===== src/rtl/ctrl_pipe.sv =====
// Purpose: pipeline control for a 5-stage core; holds EX/MEM/WB control state, detects load-use hazards, squashes on redirect and selects EX operand forwarding.
// Latency: ID->EX, EX->MEM and MEM->WB are 1 cycle each; stall, flush_ifid and fwd_a/fwd_b are combinational.
// Backpressure: only stall holds PC and IF/ID (one bubble per load-use); stages below EX advance every cycle.
module ctrl_pipe (
  input  logic       clk,
  input  logic       rst,
  input  logic       id_valid,
  input  logic       id_branch,
  input  logic       id_mr,
  input  logic       id_mwrite,
  input  logic       id_alusrc,
  input  logic       id_regwr,
  input  logic       id_jal,
  input  logic       id_jalr,
  input  logic [1:0] id_aluop,
  input  logic [1:0] id_mtoreg,
  input  logic [4:0] id_rs1,
  input  logic [4:0] id_rs2,
  input  logic [4:0] id_rd,
  input  logic       redirect,
  output logic       stall,
  output logic       flush_ifid,
  output logic       ex_valid,
  output logic       ex_branch,
  output logic       ex_mr,
  output logic       ex_mwrite,
  output logic       ex_alusrc,
  output logic       ex_regwr,
  output logic       ex_jal,
  output logic       ex_jalr,
  output logic [1:0] ex_aluop,
  output logic [1:0] ex_mtoreg,
  output logic [4:0] ex_rs1,
  output logic [4:0] ex_rs2,
  output logic [4:0] ex_rd,
  output logic       mem_valid,
  output logic       mem_mr,
  output logic       mem_mwrite,
  output logic       mem_regwr,
  output logic [1:0] mem_mtoreg,
  output logic [4:0] mem_rd,
  output logic       wb_valid,
  output logic       wb_regwr,
  output logic [1:0] wb_mtoreg,
  output logic [4:0] wb_rd,
  output logic [1:0] fwd_a,
  output logic [1:0] fwd_b
);

  logic load_use;
  logic bubble_in;
  logic mem_wr;
  logic wb_wr;

  // Hazard detection: a load in EX feeding the ID instruction costs one bubble; a redirect kills ID anyway so it wins.
  always_comb begin
    load_use   = id_valid && ex_valid && ex_mr && (ex_rd != 5'd0) &&
                 ((ex_rd == id_rs1) || (ex_rd == id_rs2));
    stall      = load_use && !redirect;
    flush_ifid = redirect;
    bubble_in  = redirect || stall || !id_valid;
  end

  // Forwarding select: the youngest producer (MEM) beats WB; x0 is never forwarded.
  always_comb begin
    mem_wr = mem_valid && mem_regwr && (mem_rd != 5'd0);
    wb_wr  = wb_valid && wb_regwr && (wb_rd != 5'd0);
    fwd_a  = 2'b00;
    fwd_b  = 2'b00;
    if (mem_wr && (mem_rd == ex_rs1)) begin
      fwd_a = 2'b10;
    end else if (wb_wr && (wb_rd == ex_rs1)) begin
      fwd_a = 2'b01;
    end
    if (mem_wr && (mem_rd == ex_rs2)) begin
      fwd_b = 2'b10;
    end else if (wb_wr && (wb_rd == ex_rs2)) begin
      fwd_b = 2'b01;
    end
  end

  // EX stage: capture the decoded instruction, or an all-zero bubble on stall, redirect or an invalid ID slot.
  always_ff @(posedge clk or posedge rst) begin
    if (rst) begin
      ex_valid  <= 1'b0;
      ex_branch <= 1'b0;
      ex_mr     <= 1'b0;
      ex_mwrite <= 1'b0;
      ex_alusrc <= 1'b0;
      ex_regwr  <= 1'b0;
      ex_jal    <= 1'b0;
      ex_jalr   <= 1'b0;
      ex_aluop  <= 2'b00;
      ex_mtoreg <= 2'b00;
      ex_rs1    <= 5'd0;
      ex_rs2    <= 5'd0;
      ex_rd     <= 5'd0;
    end else if (bubble_in) begin
      ex_valid  <= 1'b0;
      ex_branch <= 1'b0;
      ex_mr     <= 1'b0;
      ex_mwrite <= 1'b0;
      ex_alusrc <= 1'b0;
      ex_regwr  <= 1'b0;
      ex_jal    <= 1'b0;
      ex_jalr   <= 1'b0;
      ex_aluop  <= 2'b00;
      ex_mtoreg <= 2'b00;
      ex_rs1    <= 5'd0;
      ex_rs2    <= 5'd0;
      ex_rd     <= 5'd0;
    end else begin
      ex_valid  <= 1'b1;
      ex_branch <= id_branch;
      ex_mr     <= id_mr;
      ex_mwrite <= id_mwrite;
      ex_alusrc <= id_alusrc;
      // x0 is hardwired, so a write to it is dropped here once rather than checked downstream.
      ex_regwr  <= id_regwr && (id_rd != 5'd0);
      ex_jal    <= id_jal;
      ex_jalr   <= id_jalr;
      ex_aluop  <= id_aluop;
      ex_mtoreg <= id_mtoreg;
      ex_rs1    <= id_rs1;
      ex_rs2    <= id_rs2;
      ex_rd     <= id_rd;
    end
  end

  // MEM stage: unconditional advance of the fields memory and writeback still need.
  always_ff @(posedge clk or posedge rst) begin
    if (rst) begin
      mem_valid  <= 1'b0;
      mem_mr     <= 1'b0;
      mem_mwrite <= 1'b0;
      mem_regwr  <= 1'b0;
      mem_mtoreg <= 2'b00;
      mem_rd     <= 5'd0;
    end else begin
      mem_valid  <= ex_valid;
      mem_mr     <= ex_mr;
      mem_mwrite <= ex_mwrite;
      mem_regwr  <= ex_regwr;
      mem_mtoreg <= ex_mtoreg;
      mem_rd     <= ex_rd;
    end
  end

  // WB stage: unconditional advance of the writeback fields.
  always_ff @(posedge clk or posedge rst) begin
    if (rst) begin
      wb_valid  <= 1'b0;
      wb_regwr  <= 1'b0;
      wb_mtoreg <= 2'b00;
      wb_rd     <= 5'd0;
    end else begin
      wb_valid  <= mem_valid;
      wb_regwr  <= mem_regwr;
      wb_mtoreg <= mem_mtoreg;
      wb_rd     <= mem_rd;
    end
  end

endmodule


===== config.mk =====
export PLATFORM = sky130hd
export DESIGN_NAME = ctrl_pipe
export DESIGN_NICKNAME = d
export VERILOG_FILES = /design/src/rtl/ctrl_pipe.sv
export SDC_FILE = /design/constraint.sdc
export NUM_CORES = 1
export LEC_CHECK = 0
export BUFFER_PORTS_ARGS = -buffer_cell sky130_fd_sc_hd__clkbuf_2
export CAP_MARGIN = 20
export CORE_MARGIN = 2
export CORE_UTILIZATION = 51
export CTS_BUF_LIST = sky130_fd_sc_hd__clkbuf_8
export DETAILED_ROUTE_END_ITERATION = 10
export PLACE_DENSITY = 0.87
export SKIP_CTS_REPAIR_TIMING = 1
export SYNTH_ARGS = -nofsm -noshare
export SYNTH_HDL_FRONTEND = slang
export SYNTH_SLANG_ARGS = --single-unit

===== constraint.sdc =====
create_clock -name clk -period 4.29 [get_ports clk]
set_input_delay 0.6435 -clock clk [delete_from_list [all_inputs] [get_ports clk]]
set_output_delay 0.6435 -clock clk [all_outputs]
set_load 0.05 [all_outputs]

Word-level counts from Yosys, hierarchy flattened
Cells that the tools add are included.

Register bits after elaboration: 47. Latch bits: 0. RAM bits: 0. Memory bits (read-only): 0. Bits of input ports: 30. Output and inout port bits: 53. Logic and storage cells: 69. Memories kept: 0.

Add/subtract/negate cells: 0. $mul: 0. Div/mod/pow operators: 0. Magnitude comparators: 0. Equality and inequality tests: 6. Shift-type cells: 0. Mux-type cells: 17. Bitwise operators: 0. Reduce and logical (&&, ||, !) cells: 23.

Operators by type and width (count): == test 5 bit (6); nonzero test 5 bit (4); 2-to-1 mux 5 bit (3); logical AND 1 bit (14); 2-to-1 mux 1 bit (10); 2-to-1 mux 2 bit (4); logical OR 1 bit (3); logical NOT 1 bit (2).

Logic depth before layout (Yosys ltp)
Word-level depth: 8. Depth in mapped cells: 6. Mapped depth without buffers: 5.

Worst setup path before layout
Ideal clock, no wire load.

Path kind: register to output. Start: register mem_rd[1]. End: output port fwd_b[0]. Arrival: 3.302 ns. Required time: 3.647 ns. Path slack: 0.344 ns. Cell stages (with the launch flop): 5. Buffers on the path: 0. Cell sequence: dfrtp_1 or4_1 o211ai_2 nor4_1 nor3_1.

Cells in the longest elaborated chain, start to end: 4. Elaborated cells between the ends (all ways): 5. Those cells by class: eq/ne (1); mux (1); reduce/logical (3).

RTL lines: start: declaration (line 41) `output logic [4:0] mem_rd,`; start signal: assignment (line 145) `mem_rd <= ex_rd;`; nonzero test 5 bit (line 66) `mem_wr = mem_valid && mem_regwr && (mem_rd != 5'd0);`; logical AND 1 bit (line 66); logical AND 1 bit * (line 75) `if (mem_wr && (mem_rd == ex_rs2)) begin`; 2-to-1 mux 2 bit * (line 75); end: declaration (line 47) `output logic [1:0] fwd_b`.

Every way passes the cells marked *; elsewhere a longest branch is shown, timed or not.

Final worst setup path
Start: register mem_rd[1]. End: output port fwd_a[0].

Cells in the longest elaborated chain, start to end: 4. Elaborated cells between the ends (all ways): 5. Those cells by class: eq/ne (1); mux (1); reduce/logical (3).

RTL lines: nonzero test 5 bit (line 66); logical AND 1 bit (line 66); logical AND 1 bit * (line 70) `if (mem_wr && (mem_rd == ex_rs1)) begin`; 2-to-1 mux 2 bit * (line 70); end: declaration (line 46) `output logic [1:0] fwd_a,`.

Marks and branches as above.

==> results.md <==
* GP Congestion at between 0.8 and 0.9
* ANT nets after route at 0
* Outcome: completed
* Initial antenna violation count at 0
* Leak at around 1.3 nW
* Num rows at 21
* Largest net degree at the start of global routing at 48
* Clk buf depth at 2
* Final #Nets at 250
* DR vias/cell at between 4 and 5
* Die width at 63.3 microns
* WP buf/inv at 1
* Max-slew headroom at 39.6%
* CTS buffer count at 5
* Met3 GRT Util at 8.04%
* Slowest CP cell: or4_1
* Yosys reg bits at 47
* # diodes at 0
* Synth Net Count at between 150 and 200
* Met1 GRT Util at 21.4%
* Slew @ Worst Pin at about 0.9 ns
* Wire length of the first global-routing pass at 5700 microns
* Die Y at between 60 and 70 microns
* Overflow after GRT at 0
* Die area at around 0.0040 sq mm
* I/O Pins at 83
* GRT Total Usage at a little under a fifth
* Vias in the first global route at 1279
* Reg2reg setup slack at roughly 2.4 ns
* WL final at 3460 microns
* Met2 usage in global routing at around 31%
* Critical path peak fanout at 5
* Crit share post-route at 65.8%
* Clock transition at path regs at around 0.08 ns
* PortBufs at 82
* WP data required at 3.65 ns
* Slew Limit Fails at 0
* Final Setup Violations at 0
* Area Growth Syn to Fin at 30.0%
* CP Class: reg -> out
* CTS tree: done
* Unrepaired setup endpoints after global routing: false
* Tmin final at 2.82 ns
* Startpoint types: flop
* Most numerous cell on the critical path: nor4_2
* Worst EP arrival at 2.18 ns
* Seq/Total Area, Yosys at 65.5%
* Crit path max-delay family: simple AND/OR/NAND/NOR gates
* Max Cap Violations at 0
* Global route hottest layer: met2
* Layout cells sized above 1 at ~43%
* Starting density of the core at 53.4%
* H-Tree Level Count at 2
* Via count at 1267
* Mapped cell area at roughly 0.0018 sq mm
* Fillers at 261
* CP max stage delay at between 0.5 and 0.6 ns
* 1st-iter DRT viols at 33
* Core area at 0.00336 sq mm
* Detailed Place HPWL at 2660 microns
* Warnings, synthesis at 0
* Fin. Hold Viols at 0
* Synth cell types at 23
* Setup TNS at 0 ns
* DRC violations left at 0
* First-pass DRT Iterations at 2
* FMAX at 354 MHz
* VDD IR max at about 0.25 mV
* Clock skew at 0.00181 ns
* Synthesized instance count at about 130
* Synth Area per Inst at 13.4 sq um
* Min Hold Slack at between 0.3 and 0.4 ns
* Crit. End Element: primary output
* Clk_lat worst skew at 0.29 ns
* CTS root buffer: clkbuf_8
* Hold crit path type: reg -> reg
* Pwr dens at between 300 and 400 mW/mm^2
* Clock Sinks at 47
* Cell Chain, Critical Path: or4_1 > o211ai_2 > nor4_2 > nor4_2 > clkbuf_2
* Wirelength per Cell at ~13 microns
==> metrics by stage <==
stage / instances / cell area (sq um) / utilization [%] / worst slack [ns] / power, mW
4_1_cts: 266 / 2330 / 69.4 / 1.46 / 0.890
3_3_place_gp: 259 / 2250 / 66.8 / 1.88 / 0.630
6_report: 266 / 2330 / 69.4 / 1.47 / 0.879
3_5_place_dp: 259 / 2250 / 66.8 / 1.79 / 0.632
5_1_grt: 266 / 2330 / 69.4 / 1.34 / 0.920
2_1_floorplan: 134 / 1800 / - / 0.344 / 0.589
==> area by class of cell <==
cell class,instances,area (sq um),share of cell area (%)
Tap cell,46,57.6,2.47
Timing Repair Buffer,82,410,17.6
Inverter,1,3.75,0.161
Clock inverter,1,5.00,0.214
Sequential cell,47,1180,50.4
Multi-Input combinational cell,83,599,25.7
Clock buffer,6,82.6,3.54
==> synth_stat cells <==
library cell,instances,share of area (%)
a21oi_1,1,0.28
a21oi_2,1,0.49
and2_1,25,8.7
buf_2,1,0.28
buf_4,1,0.42
clkbuf_1,1,0.21
dfrtp_1,47,66
inv_1,1,0.21
nand2_1,3,0.63
nand2b_1,1,0.35
nand3_1,6,1.7
nor2_1,2,0.42
nor3_1,3,0.84
nor4_1,1,0.35
nor4_2,2,1.4
o211ai_1,1,0.42
o211ai_2,1,0.70
o22ai_1,1,0.35
o311a_1,1,0.56
or3_1,1,0.35
or4_1,3,1.3
xnor2_1,18,8.8
xor2_1,12,5.9
==> cell families after synthesis <==
logic type	share of synthesized area [%]
compound gates	2.79
xor+xnor	14.6
buf+inv	1.11
flops	65.5
simple gates	16.0
==> state kept, by name (all words and copies together) (netlist names), 2 cells and up <==
name	count
ex_aluop	2
mem_mtoreg	2
mem_rd	5
ex_rs2	5
ex_rd	5
ex_rs1	5
wb_rd	5
ex_mtoreg	2
wb_mtoreg	2
==> cells in the final DEF, fill, tap and decap left out <==
cell type  netlist  layout
nand2b_1         1       1
and2_1          25      25
a21oi_2          1       1
or3_1            1       1
clkinv_2         0       1
or4_1            3       3
nand2_1          3       3
o22ai_1          1       1
nor4_2           2       2
clkbuf_2         0      82
nand3_1          6       6
nor2_1           2       2
inv_2            0       1
dfrtp_1         47      47
o211ai_1         1       1
nor3_1           3       3
xnor2_1         18      18
a21oi_1          1       1
xor2_1          12      12
nor4_1           1       1
o211ai_2         1       1
clkbuf_8         0       6
o311a_1          1       1
==> worst register-to-register path: stages (launching register included) <==
cell and delay (ns):
dfrtp_1 0.46, xnor2_1 0.17, nand3_1 0.08, o22ai_1 0.12, a21oi_2 0.70, o311a_1 0.30
==> report_power, final <==
part / switching, mW / internal, mW
logic: 0.102 / 0.0427
clock network: 0.131 / 0.126
registers: 0.0170 / 0.460
total: 0.250 / 0.629
==> layer usage <==
layer  share of wire [%]  up-vias
met3                  10        6
met2                  48       62
met1                  41      593
met5                   0        -
met4                 1.1        0
li1                    -      606
==> path summary, 6_finish.rpt <==
check / depth (start not counted) / from / end
hold / removal: 0 / mem_mtoreg[0] / wb_mtoreg[0]
max in group asynchronous: 2 / rst / wb_rd[3]
hold reg to reg: 0 / mem_mtoreg[0] / wb_mtoreg[0]
setup / recovery: 5 / mem_rd[1] / fwd_a[0]
setup reg to reg: 5 / ex_rd[2] / ex_regwr
min in group asynchronous: 2 / rst / mem_mtoreg[0]
(Power assumes the default switching activity.)
